$ cat src/rtl/gmii_pkg.sv
// Shared GMII receive-path definitions: header byte offsets, the frame-guard
// input FSM states and the delay-line element carried alongside each byte.
package gmii_pkg;

    localparam int PREAMBLE_LEN = 8;
    localparam int SRC_MAC_OFS  = 14;
    localparam int HDR_LEN      = 20;

    typedef enum logic [2:0] {
        IDLE,
        HDR,
        ACCEPT,
        DISCARD,
        WAIT_IDLE
    } rx_state_e;

    typedef struct packed {
        logic [7:0] data;
        logic       dv;
        logic       er;
        logic       abort;
    } dline_t;

    // Byte i of a MAC address in wire order (byte 0 sits in bits [47:40]).
    function automatic logic [7:0] mac_byte(input logic [47:0] mac, input logic [2:0] i);
        logic [47:0] sh;
        sh = mac << (8 * i);
        return sh[47:40];
    endfunction

endpackage

$ cat src/rtl/rx_decision_fifo.sv
// Two-entry, one-bit FIFO holding per-frame keep decisions between the
// header parser and the delayed output tap.
module rx_decision_fifo
    import gmii_pkg::*;
(
    input  logic clk,
    input  logic rst,
    input  logic push_i,
    input  logic din_i,
    input  logic pop_i,
    output logic dout_o,
    output logic full_o,
    output logic empty_o
);

    logic [1:0] mem_q;
    logic       wp_q;
    logic       rp_q;
    logic [1:0] cnt_q;

    always_ff @(posedge clk) begin
        if (rst) begin
            mem_q <= '0;
            wp_q  <= 1'b0;
            rp_q  <= 1'b0;
            cnt_q <= '0;
        end else begin
            if (push_i) begin
                mem_q[wp_q] <= din_i;
                wp_q        <= ~wp_q;
            end
            if (pop_i) begin
                rp_q <= ~rp_q;
            end
            cnt_q <= cnt_q + {1'b0, push_i} - {1'b0, pop_i};
        end
    end

    assign dout_o  = mem_q[rp_q];
    assign full_o  = (cnt_q == 2'd2);
    assign empty_o = (cnt_q == 2'd0);

    // Inter-frame gap and pipeline depth bound occupancy to two; anything else is a design bug.
    always_ff @(posedge clk) begin
        if (!rst) begin
            assert (!(push_i && full_o));
            assert (!(pop_i && empty_o));
        end
    end

endmodule

$ cat src/rtl/rx_frame_guard.sv
// GMII receive frame cleaner: drops runts, PHY-changeover casualties and (with
// RX_GUARD_ECHO_FILTER_EN defined) echoes of our own source MAC via a fixed delay line.
module rx_frame_guard
    import gmii_pkg::*;
#(
    parameter int DELAY = 21
) (
    input  logic        clk,
    input  logic        rst,
    input  logic [47:0] mac_address,
    input  logic        mac_valid,
    input  logic        trigger,
    input  logic [7:0]  up_data,
    input  logic        up_dv,
    input  logic        up_er,
    output logic [7:0]  down_data,
    output logic        down_dv,
    output logic        down_er,
    output logic [15:0] drop_count
);

    rx_state_e   state_q, state_d;
    logic [4:0]  idx_q, idx_d;
    logic        abort_q, abort_d;
    logic        ghost_q;
    logic        dv_prev_q;
    logic [15:0] drop_q, drop_d;

    logic        frame_start;
    logic        push, push_keep;
    logic        abort_now, cnt_abort;
    logic        keep_hdr;

    // A burst already under way when reset releases owns no decision; mask it until dv drops.
    assign frame_start = up_dv & ~dv_prev_q & ~ghost_q;

`ifdef RX_GUARD_ECHO_FILTER_EN
    logic match_q, match_d;
    logic byte_ok;

    always_comb begin
        byte_ok = 1'b1;
        if (idx_q >= 5'(SRC_MAC_OFS)) begin
            byte_ok = (up_data == mac_byte(mac_address, 3'(idx_q - 5'(SRC_MAC_OFS))));
        end
    end

    assign match_d  = (state_q == HDR) ? (match_q & byte_ok) : 1'b1;
    assign keep_hdr = !(mac_valid && match_q && byte_ok);

    always_ff @(posedge clk) begin
        if (rst) match_q <= 1'b1;
        else     match_q <= match_d;
    end
`else
    logic unused_mac;
    assign unused_mac = ^{mac_address, mac_valid};
    assign keep_hdr   = 1'b1;
`endif

    always_comb begin
        state_d   = state_q;
        idx_d     = idx_q;
        abort_d   = abort_q;
        push      = 1'b0;
        push_keep = 1'b1;
        abort_now = 1'b0;
        cnt_abort = 1'b0;
        case (state_q)
            IDLE: begin
                if (frame_start && trigger) begin
                    push      = 1'b1;
                    push_keep = 1'b0;
                    state_d   = WAIT_IDLE;
                end else if (frame_start) begin
                    state_d = HDR;
                    idx_d   = 5'd1;
                end else if (trigger || up_dv) begin
                    state_d = WAIT_IDLE;
                end
            end
            HDR: begin
                if (trigger) begin
                    push      = 1'b1;
                    push_keep = 1'b0;
                    state_d   = WAIT_IDLE;
                end else if (!up_dv) begin
                    push      = 1'b1;
                    push_keep = 1'b0;
                    state_d   = IDLE;
                end else if (idx_q == 5'(HDR_LEN - 1)) begin
                    push      = 1'b1;
                    push_keep = keep_hdr;
                    state_d   = keep_hdr ? ACCEPT : DISCARD;
                end else begin
                    idx_d = idx_q + 5'd1;
                end
            end
            ACCEPT: begin
                if (trigger) begin
                    state_d   = WAIT_IDLE;
                    abort_d   = up_dv;
                    abort_now = up_dv;
                    cnt_abort = up_dv;
                end else if (!up_dv) begin
                    state_d = IDLE;
                end
            end
            DISCARD: begin
                if (trigger)     state_d = WAIT_IDLE;
                else if (!up_dv) state_d = IDLE;
            end
            WAIT_IDLE: begin
                abort_now = abort_q & up_dv;
                if (frame_start) begin
                    push      = 1'b1;
                    push_keep = 1'b0;
                end
                if (!up_dv) begin
                    abort_d = 1'b0;
                    if (!trigger) state_d = IDLE;
                end
            end
            default: state_d = IDLE;
        endcase
    end

    always_comb begin
        drop_d = drop_q;
        if (((push && !push_keep) || cnt_abort) && (drop_q != 16'hFFFF)) begin
            drop_d = drop_q + 16'd1;
        end
    end

    always_ff @(posedge clk) begin
        if (rst) begin
            state_q   <= IDLE;
            idx_q     <= '0;
            abort_q   <= 1'b0;
            ghost_q   <= 1'b1;
            dv_prev_q <= 1'b0;
            drop_q    <= '0;
        end else begin
            state_q   <= state_d;
            idx_q     <= idx_d;
            abort_q   <= abort_d;
            ghost_q   <= ghost_q & up_dv;
            dv_prev_q <= up_dv;
            drop_q    <= drop_d;
        end
    end

    dline_t dl_in;
    dline_t pipe_q [DELAY];

    always_comb begin
        dl_in       = '0;
        dl_in.data  = up_data;
        dl_in.dv    = up_dv & ~ghost_q;
        dl_in.er    = up_er;
        dl_in.abort = abort_now;
    end

    always_ff @(posedge clk) begin
        if (rst) begin
            for (int i = 0; i < DELAY; i++) pipe_q[i] <= '0;
        end else begin
            pipe_q[0] <= dl_in;
            for (int i = 1; i < DELAY; i++) pipe_q[i] <= pipe_q[i-1];
        end
    end

    dline_t tap;
    logic   odv_q, keep_q, keep_now, pop;
    logic   fifo_dout, fifo_full, fifo_empty;

    assign tap = pipe_q[DELAY-1];
    assign pop = tap.dv & ~odv_q;
    // Decision applies from the first delayed byte, so use the FIFO head directly on that cycle.
    assign keep_now = pop ? fifo_dout : keep_q;

    always_ff @(posedge clk) begin
        if (rst) begin
            odv_q  <= 1'b0;
            keep_q <= 1'b0;
        end else begin
            odv_q  <= tap.dv;
            keep_q <= keep_now;
        end
    end

    rx_decision_fifo u_fifo (
        .clk     (clk),
        .rst     (rst),
        .push_i  (push),
        .din_i   (push_keep),
        .pop_i   (pop),
        .dout_o  (fifo_dout),
        .full_o  (fifo_full),
        .empty_o (fifo_empty)
    );

    logic unused_flags;
    assign unused_flags = fifo_full ^ fifo_empty;

    assign down_dv    = tap.dv & keep_now;
    assign down_er    = down_dv & (tap.er | tap.abort);
    assign down_data  = down_dv ? tap.data : 8'h00;
    assign drop_count = drop_q;

endmodule
$ cat config.mk
export PLATFORM = sky130hd
export DESIGN_NAME = rx_frame_guard
export DESIGN_NICKNAME = d
export VERILOG_FILES = /design/src/rtl/gmii_pkg.sv /design/src/rtl/rx_decision_fifo.sv /design/src/rtl/rx_frame_guard.sv
export SDC_FILE = /design/constraint.sdc
export NUM_CORES = 1
export LEC_CHECK = 0
export ABC_AREA = 1
export CAP_MARGIN = 20
export CORE_MARGIN = 2
export CORE_UTILIZATION = 45
export CTS_CLUSTER_SIZE = 25
export DETAILED_ROUTE_END_ITERATION = 7
export GPL_TIMING_DRIVEN = 0
export PLACE_DENSITY_LB_ADDON = 0.3
export REMOVE_ABC_BUFFERS = 1
export SLEW_MARGIN = 20
export SYNTH_ARGS = -nofsm -noshare
export SYNTH_HDL_FRONTEND = slang
export SYNTH_SLANG_ARGS = --single-unit
$ cat constraint.sdc
create_clock -name clk -period 2.07 [get_ports clk]
set_clock_uncertainty 0.2 [all_clocks]
set_input_delay 0.621 -clock clk [delete_from_list [all_inputs] [get_ports clk]]
set_output_delay 0.621 -clock clk [all_outputs]
set_load 0.03 [all_outputs]
==> impl_metrics.py <==
metrics = {
    "run_status": {
        "status": "finished, violations left",
        "violations": "setup timing",
    },
    "cts": {
        "clock_sinks": 264,
        "cts_root_buf": "clkbuf_16",
        "clock_latency_ns": 0.51,
        "htree_levels": 1,
        "cts_tree": "yes",
        "cts_buffer_depth": 3,
        "clkSlewWorstSetupHoldPaths_ns": 0.07,
        "cts_buffers": 26,
    },
    "final_layout": {
        "final_cell_mix": "273 x nor2_1, 260 x dfxtp_1, 257 x inv_1, 75 x nand2_1, 29 x nand3_1",
        "final-seq-area_um2": 5290,
        "n_antenna_cell": 0,
        "final_common_cell": "nor2_1",
        "fillers": 1721,
        "final_nets": 1123,
        "drive_gt1_share_pct": 10.8,
        "syn_to_final_growth_pct": 17.0,
        "final_cells": 1312,
        "multi_input_area_um2": 2050,
    },
    "place": {
        "pre_cts_slack_ns": -0.610,
        "port_buffers": 38,
        "hpwl_um": 6180,
        "placedCellCount": 1258,
        "gp_congestion": 0.751,
    },
    "global_route": {
        "grt_pass1_wl_um": 20500,
        "grt.overflow.total": 0,
        "grt_use_total_pct": 12.0,
        "antenna_found_initial": 0,
        "grt_pass1_vias": 4998,
        "grt_max_degree": 134,
    },
    "timing": {
        "slew_violations": 0,
        "relSlewSlack_pct": 50.6,
        "fin_crit_ns": 2.66,
        "hold_viol_final": 0,
        "rsz0062_at_grt": "true",
        "worst_slack_ns": -0.595,
        "fmax_mhz": 375,
        "setup_viol": 10,
        "min_period_over_period_pct": 129,
        "worstMarginPinSlew_ns": 0.740,
    },
    "worst_hold_path": {
        "hold_path.startpoint": "pipe_q[1][68]$_SDFF_PP0_",
        "whs_endpoint": "pipe_q[1][79]$_SDFF_PP0_",
        "hold_path_class": "flip-flop to flip-flop",
        "hold_depth": 2,
    },
    "worst_setup_path": {
        "cp.required_ns": 1.25,
        "critPathArrivalTime_ns": 1.84,
        "slowest_stage": "dfxtp_2",
        "path_cells": "inv_2 -> o211ai_1 -> o21ai_2 -> or2_4 -> nor2_1 -> buf_4",
        "cp-end-kind": "output port",
        "timing.rr.start": "drop_count[0]$_SDFFE_PP0P_",
        "reg2reg_slack_ns": 0.17,
        "path_max_fanout": 5,
        "crit_buf_inv": 2,
        "max_stage_delay_ns": 0.32,
        "path_delay_family": "compound AO/OA/AOI/OAI gates",
        "start_kind": "flip-flop",
        "r2r_end": "drop_count[8]$_SDFFE_PP0P_",
        "crit_type": "flip-flop to output port",
        "r2r_cells": 7,
    },
    "floorplan": {
        "initial_core_util_pct": 45.5,
        "io_pins": 88,
        "placementRows": 50,
        "coreArea_um2": 18600,
        "die_h_um": 141,
        "die_area_um2": 19900,
        "die_w_um": 141,
    },
    "detailed_routing": {
        "drc": 0,
        "antenna_left": 0,
        "drt-wirelength-per-cell_um": 8.57,
        "wirelength_um": 11200,
        "drt_iter0_markers": 264,
        "dr_total_vias": 5455,
        "via_per_inst": 4.16,
        "firstDrtPassIters": 5,
    },
    "logic_synthesis": {
        "yosys_warnings": 0,
        "yosysSeqAreaShare_pct": 62.5,
        "synth_area_per_cell_um2": 8.29,
        "synth_cells": 1019,
        "ys_ff_latch": 264,
        "synthesis.area_um2": 8450,
        "synth.distinct_cells": 34,
    },
    "pwr": {
        "combinationalPowerShare_pct": 5.5,
        "power_density_nw_per_um2": 1050,
        "max-vdd-ir-drop_mv": 0.567,
        "share_seq_of_total_power_pct": 50.0,
        "p_leak_uw": 0.00393,
        "p_switching_uw": 2270,
        "pwr-share-clk_pct": 44.4,
        "internal_power_uw": 8140,
        "switching_share_pct": 21.8,
    },
    "run": {
        "cap_violations": 0,
    },
}
[sequential cells by signal (all words and copies together) (netlist names)]
register and count:
abort_q 1, drop_count 16, dv_prev_q 1, ghost_q 1
idx_q 5, keep_q 1, odv_q 1, pipe_q 231
state_q 3, u_fifo.mem_q 2, u_fifo.rp_q 1, u_fifo.wp_q 1
[power groups by stage]
| stage | Clock (µW) | Combinational, µW | Sequential, µW |
|---|---|---|---|
| floorplan | 0 | 334 | 5330 |
| global placement | 0 | 563 | 5320 |
| detailed placement | 0 | 574 | 5320 |
| CTS | 4790 | 585 | 5210 |
| global route | 5000 | 650 | 5220 |
| finish | 4620 | 577 | 5210 |
[stage by stage]
step                hold WS [ns]  TNS [ns]  cell area (µm²)  util (%)  power [µW]
global route               0.209     -6.39             9890      53.2       10900
floorplan                  0.188     -1.09             8300         -        5670
global placement           0.188  -1634.93             8980      48.3        5880
detailed placement         0.192    -29.33             9010      48.5        5890
finish                     0.194     -5.67             9890      53.2       10400
CTS                        0.199     -5.09             9880      53.2       10600
[timing repair]
action	4_1_cts	5_1_grt
setup endpoints to repair	42	30
hold buffers	0	0
buffers inserted	6	0
gates cloned	1	0
gates resized for setup	145	11
pin swaps	2	1
[area by class of cell]
type                            count  area share, %
Inverter                          267           10.1
Tap cell                          234           2.96
Sequential cell                   264           53.5
Timing Repair Buffer               45           3.91
Clock buffer                       35           7.24
Clock inverter                     12           1.47
Multi-Input combinational cell    455           20.8
[how the worst max path moves through the flow]
| stage | start | end | slack, ns | depth (start not counted) |
|---|---|---|---|---|
| floorplan | pipe_q[2][46]$_SDFF_PP0_ | down_data[0] | -0.12 | 5 |
| global placement | rst | u_fifo.mem_q[1]$_SDFFE_PP0P_ | -7.73 | 4 |
| detailed placement | pipe_q[2][46]$_SDFF_PP0_ | down_data[7] | -0.61 | 6 |
| CTS | u_fifo.mem_q[0]$_SDFFE_PP0P_ | down_data[7] | -0.53 | 6 |
| global route | u_fifo.mem_q[0]$_SDFFE_PP0P_ | down_data[0] | -0.67 | 6 |
| finish | u_fifo.mem_q[0]$_SDFFE_PP0P_ | down_er | -0.59 | 6 |
[worst min-delay path, cell delays in order (launching register included)]
cell     delay, ns
dfxtp_1       0.29
inv_1         0.04
nor2_1        0.03
[metal layers]
| layer | GRT usage, % | wire length [µm] | up-vias |
|---|---|---|---|
| met5 | 0 | 0 | - |
| met1 | 14.2 | 5300 | 2410 |
| met2 | 21.6 | 5280 | 66 |
| met3 | 2.99 | 464 | 16 |
| li1 | - | - | 2963 |
| met4 | 3.58 | 192 | 0 |
[synthesized netlist by cell type]
master | count | share of area (%)
nand4_4 | 1 | 0.25
nor2_1 | 276 | 12
o21ai_0 | 10 | 0.59
inv_2 | 6 | 0.27
o21bai_2 | 1 | 0.13
a31oi_1 | 2 | 0.15
buf_2 | 1 | 0.059
nor3_1 | 2 | 0.12
o21a_1 | 1 | 0.089
nand2_1 | 75 | 3.3
dfxtp_1 | 264 | 63
xnor2_1 | 5 | 0.52
buf_4 | 1 | 0.089
o22ai_1 | 1 | 0.074
clkinv_1 | 1 | 0.044
nand2_4 | 3 | 0.40
a21oi_2 | 10 | 1.0
nand4_1 | 4 | 0.30
nand3_1 | 29 | 1.7
nor2_2 | 3 | 0.22
nand3_2 | 2 | 0.24
buf_6 | 2 | 0.27
buf_1 | 2 | 0.089
nand3b_1 | 1 | 0.089
nor2_4 | 2 | 0.27
nor3_2 | 1 | 0.12
o211ai_1 | 1 | 0.089
a21oi_1 | 13 | 0.77
inv_1 | 260 | 12
ha_1 | 2 | 0.30
o21ai_1 | 2 | 0.12
clkbuf_1 | 28 | 1.2
or2_2 | 1 | 0.074
xor2_1 | 6 | 0.62
[cells by family (layout without fill, tap and decap cells)]
logic type / Yosys count / in the layout / synth area share, %
XOR/XNOR: 11 / 11 / 1.14
flip-flops: 264 / 264 / 62.5
AO/OA/AOI/OAI: 41 / 41 / 3.05
AND/OR/NAND/NOR: 400 / 401 / 19.4
buffers and inverters: 301 / 359 / 13.6
adder cells (fa/ha/maj): 2 / 2 / 0.296
(Power assumes the default switching activity.)
